--- src/rtl/sequential_multiplier_if.sv ---
// Request/response bundle for the iterative shift-add multiplier.
// The controller drives the i_* side; the multiplier drives the o_* side.
interface sequential_multiplier_if #(
    parameter int BITS = 8
);
    logic                i_start;
    logic                i_signed;
    logic [BITS-1:0]     i_multiplier;
    logic [BITS-1:0]     i_multiplicand;
    logic                o_busy;
    logic                o_finished;
    logic [2*BITS-1:0]   o_product;

    modport master (
        output i_start,
        output i_signed,
        output i_multiplier,
        output i_multiplicand,
        input  o_busy,
        input  o_finished,
        input  o_product
    );

    modport slave (
        input  i_start,
        input  i_signed,
        input  i_multiplier,
        input  i_multiplicand,
        output o_busy,
        output o_finished,
        output o_product
    );
endinterface

--- src/rtl/sequential_multiplier.sv ---
// Iterative shift-add multiplier: one partial product per clock, BITS clocks.
// Signed mode multiplies magnitudes and negates the result at the end.
module sequential_multiplier #(
    parameter int BITS = 8
) (
    input  logic                     i_clock,
    input  logic                     i_reset,
    sequential_multiplier_if.slave   bus
);
    localparam int PW = 2 * BITS;
    localparam int CW = $clog2(BITS);

    typedef enum logic {
        IDLE = 1'b0,
        RUN  = 1'b1
    } state_t;

    state_t          state;
    state_t          state_next;

    logic [BITS-1:0] mplier;
    logic [PW-1:0]   mcand;
    logic [PW-1:0]   acc;
    logic [CW-1:0]   count;
    logic            negate;
    logic [PW-1:0]   product;
    logic            finished;
    logic            busy;

    logic            accept;
    logic            last;
    logic            a_neg;
    logic            b_neg;
    logic [BITS-1:0] mag_a;
    logic [BITS-1:0] mag_b;
    logic [PW-1:0]   partial;
    logic [PW-1:0]   acc_sum;

    // Operand magnitudes; |-2^(BITS-1)| still fits as an unsigned BITS value.
    always_comb begin
        a_neg = bus.i_signed & bus.i_multiplier[BITS-1];
        b_neg = bus.i_signed & bus.i_multiplicand[BITS-1];
        mag_a = a_neg ? -bus.i_multiplier : bus.i_multiplier;
        mag_b = b_neg ? -bus.i_multiplicand : bus.i_multiplicand;
    end

    // Handshake qualifiers and the current shift-add step.
    always_comb begin
        accept  = (state == IDLE) && bus.i_start;
        last    = (state == RUN) && (count == CW'(BITS - 1));
        partial = mplier[0] ? mcand : '0;
        acc_sum = acc + partial;
    end

    // State register.
    always_ff @(posedge i_clock) begin
        if (i_reset) begin
            state <= IDLE;
        end else begin
            state <= state_next;
        end
    end

    // Next-state logic: start launches a run, the last iteration ends it.
    always_comb begin
        state_next = state;
        unique case (state)
            IDLE: if (accept) state_next = RUN;
            RUN:  if (last)   state_next = IDLE;
            default: state_next = IDLE;
        endcase
    end

    // Output decode from state.
    always_comb begin
        busy = 1'b0;
        unique case (state)
            IDLE: busy = 1'b0;
            RUN:  busy = 1'b1;
            default: busy = 1'b0;
        endcase
    end

    // Datapath: latch operands on accept, one shift-add per RUN cycle,
    // publish the signed-corrected product on the final iteration.
    always_ff @(posedge i_clock) begin
        if (i_reset) begin
            mplier   <= '0;
            mcand    <= '0;
            acc      <= '0;
            count    <= '0;
            negate   <= 1'b0;
            product  <= '0;
            finished <= 1'b0;
        end else begin
            finished <= 1'b0;
            if (accept) begin
                mplier <= mag_a;
                mcand  <= {{BITS{1'b0}}, mag_b};
                acc    <= '0;
                count  <= '0;
                negate <= a_neg ^ b_neg;
            end else if (state == RUN) begin
                acc    <= acc_sum;
                mplier <= mplier >> 1;
                mcand  <= mcand << 1;
                count  <= count + CW'(1);
                if (last) begin
                    product  <= negate ? -acc_sum : acc_sum;
                    finished <= 1'b1;
                end
            end
        end
    end

    assign bus.o_busy     = busy;
    assign bus.o_finished = finished;
    assign bus.o_product  = product;
endmodule

--- src/flat_wrapper.sv ---
// flat-port wrapper written by rule: the top's interface ports become plain ports
module sequential_multiplier_flat 
#(
    parameter int BITS = 8
)
  (i_clock, i_reset, bus_i_start, bus_i_signed, bus_i_multiplier, bus_i_multiplicand, bus_o_busy, bus_o_finished, bus_o_product);
  sequential_multiplier_if #(.BITS(BITS)) bus_i ();
  input  logic i_clock;
  input  logic i_reset;
  input wire logic [$bits(bus_i.i_start)-1:0] bus_i_start;
  input wire logic [$bits(bus_i.i_signed)-1:0] bus_i_signed;
  input wire logic [$bits(bus_i.i_multiplier)-1:0] bus_i_multiplier;
  input wire logic [$bits(bus_i.i_multiplicand)-1:0] bus_i_multiplicand;
  output wire logic [$bits(bus_i.o_busy)-1:0] bus_o_busy;
  output wire logic [$bits(bus_i.o_finished)-1:0] bus_o_finished;
  output wire logic [$bits(bus_i.o_product)-1:0] bus_o_product;
  assign bus_i.i_start = bus_i_start;
  assign bus_i.i_signed = bus_i_signed;
  assign bus_i.i_multiplier = bus_i_multiplier;
  assign bus_i.i_multiplicand = bus_i_multiplicand;
  assign bus_o_busy = bus_i.o_busy;
  assign bus_o_finished = bus_i.o_finished;
  assign bus_o_product = bus_i.o_product;
  sequential_multiplier #(.BITS(BITS)) u_core (.i_clock(i_clock), .i_reset(i_reset), .bus(bus_i));
endmodule
--- config.mk ---
export PLATFORM = sky130hd
export DESIGN_NAME = sequential_multiplier_flat
export DESIGN_NICKNAME = d
export VERILOG_FILES = /design/src/rtl/sequential_multiplier_if.sv /design/src/rtl/sequential_multiplier.sv /design/src/flat_wrapper.sv
export SDC_FILE = /design/constraint.sdc
export NUM_CORES = 1
export LEC_CHECK = 0
export CAP_MARGIN = 20
export CORE_MARGIN = 2
export CORE_UTILIZATION = 54
export DETAILED_ROUTE_END_ITERATION = 10
export DONT_BUFFER_PORTS = 1
export MAX_ROUTING_LAYER = met4
export PLACE_DENSITY = 0.69
export SYNTH_ARGS = -nofsm -noshare
export SYNTH_HDL_FRONTEND = slang
export SYNTH_SLANG_ARGS = --single-unit
--- constraint.sdc ---
create_clock -name i_clock -period 4.5 [get_ports i_clock]
set_clock_uncertainty 0.15 [all_clocks]
set_input_delay 0.675 -clock i_clock [delete_from_list [all_inputs] [get_ports i_clock]]
set_output_delay 0.675 -clock i_clock [all_outputs]
set_load 0.01 [all_outputs]
== Word-level counts from Yosys, hierarchy flattened ==
Cells that the tools add are included.

* Bits in registers: 62
* Input bits: 20

* Add/sub/neg operators: 5
* Equality and inequality tests: 1
* Muxes and demuxes: 13
* Bitwise operators: 5
* Reduce and logical (&&, ||, !) cells: 6

{| class="wikitable"
|+ Operators by type and width
! kind !! number
|-
| two-way mux 8 bit || 6
|-
| two-way mux 16 bit || 2
|-
| adder 16 bit || 1
|-
| negation 16 bit || 1
|-
| negation 8 bit || 2
|-
| case mux 1 bit (2 select lines) || 2
|-
| adder 3 x 1 -> 3 bit (second input constant) || 1
|-
| == test 3 bit (second input constant) || 1
|-
| two-way mux 1 bit || 3
|-
| AND reduction 3 bit || 1
|-
| OR reduction 3 bit || 1
|-
| AND 1 bit || 2
|-
| logical AND 1 bit || 2
|-
| NOT 1 bit || 2
|-
| nonzero test 2 bit || 1
|-
| OR reduction 2 bit || 1
|-
| bitwise XOR 1 bit || 1
|}

== Depth between registers and ports, before layout ==
Gate-level depths: netlist (run 1).

* Depth after elaboration: 4
* Gate-level depth with buffers: 13

== Worst setup path before layout (run 1) ==
No wires, ideal clock.

* Path type: flip-flop to flip-flop
* From: register u_core.mplier[0]
* To: register u_core.product[13], in the netlist u_core.bus.o_product[13]
* Library setup time: 0.123 ns
* Arrival time: 3.303 ns
* Required time: 4.227 ns
* Path slack: 0.924 ns
* Cell stages (with the launch flop): 14
* Path through: dfxtp_1 > and2_1 > ha_1 > inv_1 > fa_1 > nand2b_1 > a21oi_2 > xor2_4 > or2_0 > or4_4 > or3b_4 > o31ai_2 > xor2_1 > o21ai_1

* Word-level cells in the longest chain between the ends: 4

{| class="wikitable"
|+ Ends and longest elaborated chain
! item !! RTL line !! source
|-
| from (decl) || sequential_multiplier.sv:21 || <nowiki>logic [BITS-1:0] mplier;</nowiki>
|-
| from (signal assigned) || sequential_multiplier.sv:98 || <nowiki>mplier <= mag_a;</nowiki>
|-
| from (signal assigned) || sequential_multiplier.sv:105 || <nowiki>mplier <= mplier >> 1;</nowiki>
|-
| two-way mux 16 bit * || sequential_multiplier.sv:51 || <nowiki>partial = mplier[0] ? mcand : '0;</nowiki>
|-
| adder 16 bit * || sequential_multiplier.sv:52 || <nowiki>acc_sum = acc + partial;</nowiki>
|-
| negation 16 bit || sequential_multiplier.sv:109 || <nowiki>product <= negate ? -acc_sum : acc_sum;</nowiki>
|-
| two-way mux 16 bit * || sequential_multiplier.sv:109 ||
|-
| to (signal assigned) || sequential_multiplier.sv:109 ||
|-
| to (decl) || sequential_multiplier.sv:26 || <nowiki>logic [PW-1:0] product;</nowiki>
|}

Every way passes the cells marked *; elsewhere a longest branch is shown, timed or not.
A chain may end at the register's enable or synchronous reset.

== Worst setup path after layout (run 1) ==
* From: register u_core.mcand[0]
* To: register u_core.product[13], in the netlist u_core.bus.o_product[13]

* Word-level cells in the longest chain between the ends: 4

{| class="wikitable"
|+ Ends and longest elaborated chain
! item !! RTL line !! source
|-
| from (decl) || sequential_multiplier.sv:22 || <nowiki>logic [PW-1:0] mcand;</nowiki>
|-
| from (signal assigned) || sequential_multiplier.sv:99 || <nowiki>mcand <= {{BITS{1'b0}}, mag_b};</nowiki>
|-
| from (signal assigned) || sequential_multiplier.sv:106 || <nowiki>mcand <= mcand << 1;</nowiki>
|-
| two-way mux 16 bit * || sequential_multiplier.sv:51 ||
|-
| adder 16 bit * || sequential_multiplier.sv:52 ||
|-
| negation 16 bit || sequential_multiplier.sv:109 ||
|-
| two-way mux 16 bit * || sequential_multiplier.sv:109 ||
|}

Marked as above.

==> run summary, run 1 <==
The flow ran to the end, and the final reports show no timing, DRC or antenna violations. The count of pins over their slew limit is 0. The worst hold path terminates at u_core.negate.

The startpoint of the most critical register-to-register path is u_core.mcand[0]. The worst path uses 82.9% of the clock period. The number of detailed-routing iterations run before antenna repair came out at 4. Compared with the post-synthesis result, the final layout area differs by 7.59%. The insertion delay to the later sink of the worst-skew pair is 340 ps. The die width came out at 87.2 um. Synthesis inferred 62 register bits. Buffers added to address setup during post-CTS repair amount to 0. The CTS tree is yes.

The destination of the worst register-to-register timing path is u_core.bus.o_product[13]. Data arrives at the worst endpoint at 3800 ps. The TritonCTS buffer count is 9. The repair_antennas step left the layout with diodes totalling 0. The worst min-delay path category is in2reg.

The worst setup path is of the reg2reg kind. The number of sinks driven by the clock tree came out at 62. The placeable core region came out at 6760 um2. The static leakage power is 1.62 nW.

The most used flip-flop cell after synthesis is sky130_fd_sc_hd__dfxtp_1. The number of vias in the routed layout came out at 3037. The share of flip-flops with an asynchronous set or reset is 0%. The initial antenna violation count came out at 0. The synthesized design contains 0 enable-type register cells. The total length of routed wires is 7360 um. The power density over cell area came out at 324 nW/um2. The post-placement cell count came out at 522. The critical path goes through and2_1, ha_1, inv_1, fa_1, nand2b_1, a21oi_2, xor2_4, or2_0, or4_4, or3b_4, o31ai_2, xor2_1, o21ai_1. The first routing iteration left 148 violations.

The estimated wirelength of the detail-placed design came out at 5380 um. The number of routed nets with antenna violations is 0. The clock transition at the registers of the reported paths came out at 70 ps. The number of cells on the worst reg-to-reg path is 13. Along the worst hold path, the cell count comes to 1.

The commonest cells after synthesis are sky130_fd_sc_hd__nor2_1 (68), sky130_fd_sc_hd__dfxtp_1 (62), sky130_fd_sc_hd__nand2_1 (43). STA classifies the critical path startpoint as a flop. The final-layout setup total negative slack came out at 0 ps.

The total congestion overflow after global routing came out at 0. The die boundary height is 87.2 um. The fraction of final layout cells with drive strength greater than 1 came out at 7.64%.

Of the post-synthesis cell area, the dominant cell type holds 33.2%. For this run, the slowest stage of the critical path takes 540 ps. The first global-routing pass estimated 12600 um of wire. The actual transition at the worst max-transition pin is 895 ps.

The boundary pin count came out at 38. Port buffering added 0 buffers. The clock passes through at most 2 buffers. The data required time at the worst endpoint came out at 4570 ps. The biggest area contributor in the post-synthesis netlist is sky130_fd_sc_hd__dfxtp_1.

The number of global-route vias before repair came to 2839. Synthesis handed over a netlist of 462 instances. The initialized floorplan defines 30 standard-cell rows. The detail-routed via count per cell is 5.64. The headroom to the max-slew limit came out at 40.3%. The routability congestion estimate is 0.815. The all-layer global routing usage is 21.3%. Counting every net in the synthesized netlist gives 503. The synthesized cell area came out at 3740 um2. The pin count of the biggest net entering global routing came out at 40. Yosys printed 0 warnings.

The number of failing hold endpoints at the final stage came out at 0. Among all stages on the critical path, the largest delay is contributed by sky130_fd_sc_hd__or4_4. The clock period could shrink to 3730 ps. Sorting the synthesized cells by area gives the leading types as sky130_fd_sc_hd__dfxtp_1 (33%), sky130_fd_sc_hd__nor2_1 (6.8%), sky130_fd_sc_hd__ha_1 (6.7%).

The final count of negative-setup-slack endpoints came out at 0. The maximum ir drop on the vdd rail is 0.000150 V. The tool flagged a number of max-cap violations equal to 0. Setup repair after global routing left no endpoint under its margin.

The root buffer cell chosen for the clock tree is sky130_fd_sc_hd__clkbuf_8. The number of hold buffers added after cts is 0. The share of the yosys chip area belonging to registers came out at 33.2%. The floorplan step defined a die boundary enclosing 7610 um2. The top achievable clock speed came out at 0.268 GHz.

The maximum level of the CTS H-tree came out at 3. The net count reported at finish came out at 494. The residual DRC count came out at 0. The startpoint identified for the worst hold timing path is i_reset. The non-filler instance count after layout is 538.

The average detailed-routed wire length per instance came out at 13.7 um. In this run, distinct cell masters in the synthesized netlist total 53. The most common cell in the synthesized netlist is sky130_fd_sc_hd__nor2_1. The initial utilization of the core area, before any placement, comes to 55.4%. The number of gates given a new drive strength after cts is 0. STA classifies the critical path endpoint as a flop.

The highest net fanout along the worst path is 4. Setup slack on the worst reg-to-reg path comes out at 770 ps. Each instance of the synthesized netlist takes up on average 8.09 um2.
-- power by group --
group          leakage (nW)  switching [W]  internal (W)  total (W)
Sequential            0.503      0.0000194      0.000563   0.000582
Clock                 0.129       0.000213      0.000388   0.000600
Combinational         0.990      0.0000647     0.0000560   0.000121
Total                  1.62       0.000297       0.00101    0.00130
-- final cells by class --
cell class | instances | area, um2
Clock buffer | 14 | 193
Clock inverter | 2 | 60.1
Fill cell | 629 | 2730
Inverter | 15 | 56.3
Multi-Input combinational cell | 361 | 2340
Sequential cell | 62 | 1240
Tap cell | 80 | 100
Timing Repair Buffer | 4 | 30.0
-- cells in the final DEF (no fill, tap or decap), drive strengths merged, types with 2 or more instances in the layout --
master  instances
a211oi         11
a21o            4
a21oi          34
a311oi          6
a31oi           6
and2           15
buf             4
bufinv          2
clkbuf         14
dfxtp          62
ha             20
inv            15
mux2i          25
nand2          43
nand2b          6
nand3           7
nand3b          2
nor2           68
nor2b           4
nor3            9
o21a            2
o21ai          33
o31ai           4
o41ai           2
or2             3
or3             4
or3b            2
or4             3
xnor2          21
xor2           15
-- worst max-delay path, delay by kind of cell, from the launching register on --
family                     cells  cell delay [ps]
DFF                            1              360
AOI/OAI and AO/OA              3              560
buffers and inverters          1               70
and+or+nand+nor                5             1550
xor gates and xnor gates       2              290
adders and majority gates      2              640
-- sequential cells by signal, summed over array words and instances (netlist names) --
name                   cells
u_core.negate              1
u_core.state               1
u_core.count               3
u_core.mplier              8
u_core.acc                16
u_core.bus.o_finished      1
u_core.mcand              16
u_core.bus.o_product      16
-- layer usage --
layer / track usage, % / up-vias / routed length, um
met4: 7.69 / 0 / 157
met5: - / - / 0
met1: 26.2 / 1387 / 3580
met3: 5.50 / 15 / 282
li1: - / 1583 / -
met2: 33.9 / 52 / 3340
-- stage by stage --
| stage | hold WS, ps | util, % | total power [W] | worst slack [ps] | cell area [um2] |
|---|---|---|---|---|---|
| CTS | 238 | 59.6 | 0.00131 | 755 | 4020 |
| global placement | 319 | 55.8 | 0.000713 | 879 | 3770 |
| finish | 249 | 59.6 | 0.00130 | 772 | 4020 |
| floorplan | 303 | - | 0.000697 | 924 | 3740 |
| detailed placement | 330 | 55.8 | 0.000716 | 804 | 3770 |
| global route | 231 | 59.6 | 0.00136 | 573 | 4020 |
-- how the worst max path moves through the flow --
stage,from,to,cells after the start
after floorplan,u_core.mplier[0],u_core.bus.o_product[13],13
final,u_core.mcand[0],u_core.bus.o_product[13],13
after detailed placement,u_core.mcand[0],u_core.bus.o_product[13],13
after global routing,u_core.mcand[0],u_core.bus.o_product[13],13
after CTS,u_core.mcand[0],u_core.bus.o_product[13],13
after global placement,u_core.mcand[0],u_core.bus.o_product[13],13
-- logic make-up after synthesis --
logic type / share of synthesized area [%]
AOI/OAI and AO/OA: 18.6
xor gates and xnor gates: 8.93
adders and majority gates: 7.23
buffers and inverters: 4.18
DFF: 33.2
muxes: 6.69
and+or+nand+nor: 21.1
Note: power is estimated with default switching activity, not from simulation.
==> run 2, diff against run 1 <==
- clock period: 4.5 -> 3.46 ns (I/O delays scaled with it)
==> run 2 against run 1 <==
Clock-buffer cell count down 4. Worst hold slack worse by 160 ps. Sequential share of layout area down 1.7 points. Critical path type unchanged. Largest cell class unchanged. Highest routed layer unchanged.
==> run summary, run 2 (synthesized netlist as in run 1, its figures left out) <==
The layout has 609 filler cells. Counting instances, the worst hold path has a depth of 1. Counting the buffers created by CTS gives 9.

The worst hold path begins at i_reset. The all-layer global routing usage is 22.1%. The net count reported at finish is 511. The launch point of the worst path is u_core.mplier[0]. The global-route wire length before repair came out at 12900 um. The clock tree root driver cell is sky130_fd_sc_hd__clkbuf_8. The initial antenna violation count came to 0. The library cell used most frequently in the layout, excluding fill and tap cells, is sky130_fd_sc_hd__nor2_1. In this design, the largest share of critical-path delay is due to simple AND/OR/NAND/NOR gates. The flop-to-flop setup slack is 120 ps.

The count of pins over their slew limit is 0. The residual DRC count came out at 0. The arrival time at the worst endpoint came out at 3420 ps. The initial DRC count came out at 251. The register cell area after layout came out at 1240 um2. The boundary pin count came out at 38. The run finished with clean final reports.

The number of routed nets with antenna violations came out at 0. The final count of negative-setup-slack endpoints came out at 0. In this run the critical register-to-register path is launched from u_core.mplier[0]. The number of vias in the routed layout is 3153. The number of failing hold endpoints at the final stage is 0.

The worst setup path is of the reg2reg kind. For the worst setup path, the data required time is 3530 ps. The tool flagged a number of max-cap violations equal to 0. The critical path goes through and2_4, ha_2, inv_2, fa_2, nand2b_4, a21oi_4, xor2_4, or2_1, or4_4, or3b_4, o31ai_4, xnor2_1, o21ai_1. The number of hold buffers added after cts is 0.

The pin count of the biggest net entering global routing came out at 65. The endpoint class of the critical path is a flop. The maximum level of the CTS H-tree came out at 3. The worst setup slack before clock tree synthesis is -15.5 ps. The maximum ir drop on the vdd rail came out at 0.000194 V. The count of buffers added on input and output ports is 0. The insertion delay to the later sink of the worst-skew pair is 340 ps. The maximum count of clock buffers along a single path came out at 2. The placeable core region came out at 6760 um2.

The share of the clock period used by the worst path is 96.6%. The highest net fanout along the worst path came out at 3. The total stage count of the critical path came out at 13. The detail-routed via count per cell came out at 5.68. The CTS tree is yes. The die boundary height is 87.2 um. The number of detailed-routing iterations run before antenna repair is 4. The layout overhead on the synthesized area came out at 14.2%. The routability congestion estimate is 0.926. Clock tree synthesis found a total of 62 sinks.

The repair_antennas step left the layout with diodes totalling 0. The floorplan has 30 rows. The die covers 7610 um2. The sort of element at the start of the critical path is a flop. The power density over cell area came out at 417 nW/um2.

Once routing completed, OpenROAD measured the worst setup slack at 117 ps. The standard cell with the maximum stage delay on the critical path is sky130_fd_sc_hd__or4_4. The starting utilization of the core area came out at 55.4%. Clock-pin slew was measured on the worst setup and hold paths at 70 ps. The top achievable clock speed is 0.299 GHz. In the layout the commonest cells are sky130_fd_sc_hd__nor2_1 (64), sky130_fd_sc_hd__dfxtp_1 (59), sky130_fd_sc_hd__nand2_1 (42). The die width is 87.2 um. The total congestion overflow after global routing is 0. The fraction of final layout cells with drive strength greater than 1 is 15.2%. The static leakage power came out at 1.76 nW.

The worst register-to-register path has a depth of 13. The wire-length estimate of the detail-placed layout is 5520 um. The total area of multi-input combinational cells came out at 2430 um2.

The time the final worst path needs with I/O delays and setup came out at 3340 ps. The average detailed-routed wire length per instance is 14.1 um. The destination of the worst register-to-register timing path is u_core.bus.o_product[15].

The actual transition at the worst max-transition pin came out at 784 ps. In this design, the stage delay of the slowest critical-path cell is 500 ps. For hold timing, the worst endpoint is u_core.mplier[3]. The headroom to the max-slew limit came out at 47.8%. For the final routed database, the setup TNS stands at 0 ps. The combined buffer and inverter count along the critical path is 1. The worst min-delay path category is in2reg. The completed layout was analyzed and its total power is 0.00178 W. Summed over all layers, the routed wires come to 7830 um. The number of global-route vias before repair came out at 2873. The share of the core filled with cells in the final layout came out at 63.2%.
run 2: changes by cell type in the layout (fill, tap and decap cells not counted), moves of 3 or more:
| cell | previous run | this run |
|---|---|---|
| sky130_fd_sc_hd__buf_4 | 4 | 19 |
| sky130_fd_sc_hd__ha_2 | 0 | 3 |
| sky130_fd_sc_hd__ha_1 | 20 | 17 |
| sky130_fd_sc_hd__nor2_2 | 0 | 4 |
| sky130_fd_sc_hd__clkbuf_8 | 14 | 10 |
| sky130_fd_sc_hd__nor2_1 | 68 | 64 |
run 2: routing by layer:
layer	wire, um	global-route usage [%]
met1	3690	27.7
met2	3660	35.6
met3	339	3.70
met4	129	8.67
met5	0	-
run 2: final cells by class:
cell class,count,area share (%)
multi-input cells,361,57.0
repair buffers,21,3.87
clock inverters,6,3.10
inverters,15,1.32
flip-flops and latches,62,29.1
clock buffers,10,3.22
well taps,80,2.34
run 2: through the flow:
| stage | hold slack (ps) | cells | instance area (um2) |
|---|---|---|---|
| global route | 75.2 | 555 | 4270 |
| CTS | 76.4 | 554 | 4190 |
| detailed placement | 329 | 537 | 3890 |
| floorplan | 303 | 462 | 3750 |
| finish | 88.7 | 555 | 4270 |
| global placement | 317 | 537 | 3890 |
run 2: what timing repair did:
action                     CTS  global route
setup buffers                1             0
pin swaps                    3            10
setup endpoints to repair    2             5
resized for setup            3            22
run 2: where the power goes:
| part | total (W) | switching, W | internal (W) |
|---|---|---|---|
| logic | 0.000178 | 0.0000991 | 0.0000791 |
| registers | 0.000748 | 0.0000152 | 0.000732 |
| clock network | 0.000854 | 0.000285 | 0.000570 |
| total | 0.00178 | 0.000399 | 0.00138 |
run 2: worst max-delay path by stage:
stage                               endpoint
CTS                 u_core.bus.o_product[15]
finish              u_core.bus.o_product[15]
detailed placement  u_core.bus.o_product[13]
floorplan           u_core.bus.o_product[13]
global route        u_core.bus.o_product[15]
global placement    u_core.bus.o_product[13]
==> RTL change, RTL diff (settings of run 1) <==
`BITS` is set to 8 in 3 places; all go to 4.
--- a/src/rtl/sequential_multiplier_if.sv
+++ b/src/rtl/sequential_multiplier_if.sv
@@ -3,3 +3,3 @@
 interface sequential_multiplier_if #(
-    parameter int BITS = 8
+    parameter int BITS = 4
 );
--- a/src/rtl/sequential_multiplier.sv
+++ b/src/rtl/sequential_multiplier.sv
@@ -3,3 +3,3 @@
 module sequential_multiplier #(
-    parameter int BITS = 8
+    parameter int BITS = 4
 ) (
--- a/src/flat_wrapper.sv
+++ b/src/flat_wrapper.sv
@@ -3,3 +3,3 @@
 #(
-    parameter int BITS = 8
+    parameter int BITS = 4
 )
Interface: changed (resized bus_i_multiplicand, bus_i_multiplier and bus_o_product); port bits go from 38 to 22. No check against the original RTL was run, so the function may have changed too.
==> RTL change against run 1 <==
Wire length down 51%; sequential share of layout area increased by 3.0 points; final area down 52%; maximum frequency increased by 39%; sequential cell count down 29; highest routed layer unchanged; clock power decreased by 74%; total power decreased by 61%; worst setup slack better by 1.0 ns; die area down 48%; synthesized cell count fell by 52%; largest cell class unchanged; area after synthesis is 50% lower; sequential power fell by 47%.
==> RTL change: results (changes against run 1) <==
Clock network
  • Num CTS Buffers: 5 (was 9)
  • Register clock-pin slew on the reported worst setup and hold paths: 0.10 ns (was 0.07 ns)
  • Root Buffer: clkbuf_4 (was clkbuf_8)
  • CTS H-Tree Depth: 2 (was 3)

STA
  • Worst hold slack: 0.257 ns (was 0.249 ns)
  • Slew HR: 55.9% (was 40.3%)

Finish
  • Fillcell total: 296 (was 629)
  • Nets: 245 (was 494)

Detailed routing
  • Post-DR wirelength/cell: 13.4 um (was 13.7 um)
  • Vias per cell: 5.61 (was 5.64)
  • Met3 WL post-DR: 144 um (was 282 um)
  • M1 WL: 1660 um (was 3580 um)

Yosys
  • Most frequent cells after synthesis: dfxtp_1 (33), nor2_1 (31), nand2_1 (19) (was nor2_1 (68), dfxtp_1 (62), nand2_1 (43))
  • Sequential share of the synthesized area: 35.2% (was 33.2%)
  • Largest cells by area after synthesis: dfxtp_1 (35%), mux2i_1 (7.5%), ha_1 (7.3%), nor2_1 (6.2%), a21oi_1 (4.0%) (was dfxtp_1 (33%), nor2_1 (6.8%), ha_1 (6.7%), mux2i_1 (6.7%), xnor2_1 (4.9%))

Critical path
  • WP data arrival: 2.82 ns (was 3.80 ns)
  • Worst R2R Start: u_core.mplier[0] (was u_core.mcand[0])
  • R2r setup slk: 1.81 ns (was 0.77 ns)
  • FF-to-FF path depth: 9 (was 13)

Global route
  • Pin count of the biggest net entering global routing: 31 (was 40)
  • Initial antenna violation count: 0 (unchanged)
  • First-pass GRT wire length: 6350 um (was 12600 um)
  • Total track usage: 20.8% (was 21.3%)

Power and ir drop
  • VDD IR max: 190 uV (was 150 uV)

Placed design
  • Routability cong.: 0.843 (was 0.815)
  • DP HPWL: 2820 um (was 5380 um)

Hold path
  • Hold endpoint: u_core.mplier[2] (was u_core.negate)

Run status
  • Outcome: completed (unchanged)
==> RTL change: changes by cell type after synthesis, moves of 11 or more <==
| cell | change |
|---|---|
| o21ai_0 | -25 |
| xnor2_1 | -17 |
| nand2_1 | -24 |
| nor2_1 | -37 |
| mux2i_1 | -11 |
| a21oi_1 | -18 |
| dfxtp_1 | -29 |
==> RTL change: worst max path at each step <==
stage | slack [ns] | depth (start not counted) | end | from
3_5_place_dp | 1.82 | 9 | u_core.bus.o_product[7] | u_core.mplier[0]
5_1_grt | 1.68 | 9 | u_core.bus.o_product[7] | u_core.mplier[0]
4_1_cts | 1.82 | 9 | u_core.bus.o_product[7] | u_core.mplier[0]
3_3_place_gp | 1.90 | 9 | u_core.bus.o_product[6] | u_core.mplier[0]
2_1_floorplan | 2.00 | 9 | u_core.bus.o_product[7] | u_core.mplier[0]
6_report | 1.81 | 9 | u_core.bus.o_product[7] | u_core.mplier[0]
==> RTL change: kinds of logic (layout without fill, tap and decap cells) <==
| kind of cell | count (synthesis) | in the layout | synth area share [%] |
|---|---|---|---|
| xor gates and xnor gates | 10 | 10 | 4.66 |
| DFF | 33 | 33 | 35.2 |
| buffers and inverters | 20 | 19 | 4.46 |
| adders and majority gates | 12 | 12 | 8.39 |
| AOI/OAI and AO/OA | 46 | 46 | 17.5 |
| muxes | 14 | 14 | 7.46 |
| and+or+nand+nor | 88 | 88 | 22.4 |
==> RTL change: cell type report <==
type,instances,area (um^2),share of cell area [%]
Multi-Input combinational cell,170,1130,58.2
Sequential cell,33,661,33.9
Tap cell,46,57.6,2.95
Clock buffer,6,41.3,2.12
Inverter,10,37.5,1.93
Clock inverter,2,10.0,0.514
Timing Repair Buffer,1,7.51,0.385
==> RTL change: metal layers <==
metal | global-route usage (%) | vias to the layer above
li1 | - | 780
met2 | 34.0 | 28
met5 | - | -
met1 | 24.6 | 690
met3 | 5.95 | 5
met4 | 6.94 | 0
==> RTL change: metrics by stage <==
step           instance area (um^2)  std cells  worst slack, ns
6_report                       1950        268             1.81
5_1_grt                        1950        268             1.68
4_1_cts                        1950        268             1.82
3_5_place_dp                   1900        260             1.82
3_3_place_gp                   1900        260             1.90
2_1_floorplan                  1880        223             2.00
==> RTL change: where the power goes <==
group / total [W] / leakage, nW / switching (W) / internal, W
sequential: 0.000306 / 0.268 / 0.00000717 / 0.000299
combinational: 0.0000494 / 0.475 / 0.0000274 / 0.0000220
clock: 0.000154 / 0.0320 / 0.0000946 / 0.0000594
==> RTL change: worst max-delay path, stage by stage (launching register included) <==
cell      delay [ns]
dfxtp_1         0.37
and2_1          0.16
ha_1            0.22
fa_1            0.44
a211o_1         0.32
and3_4          0.20
o311ai_4        0.31
o31ai_1         0.16
a211o_1         0.24
nand3_1         0.07
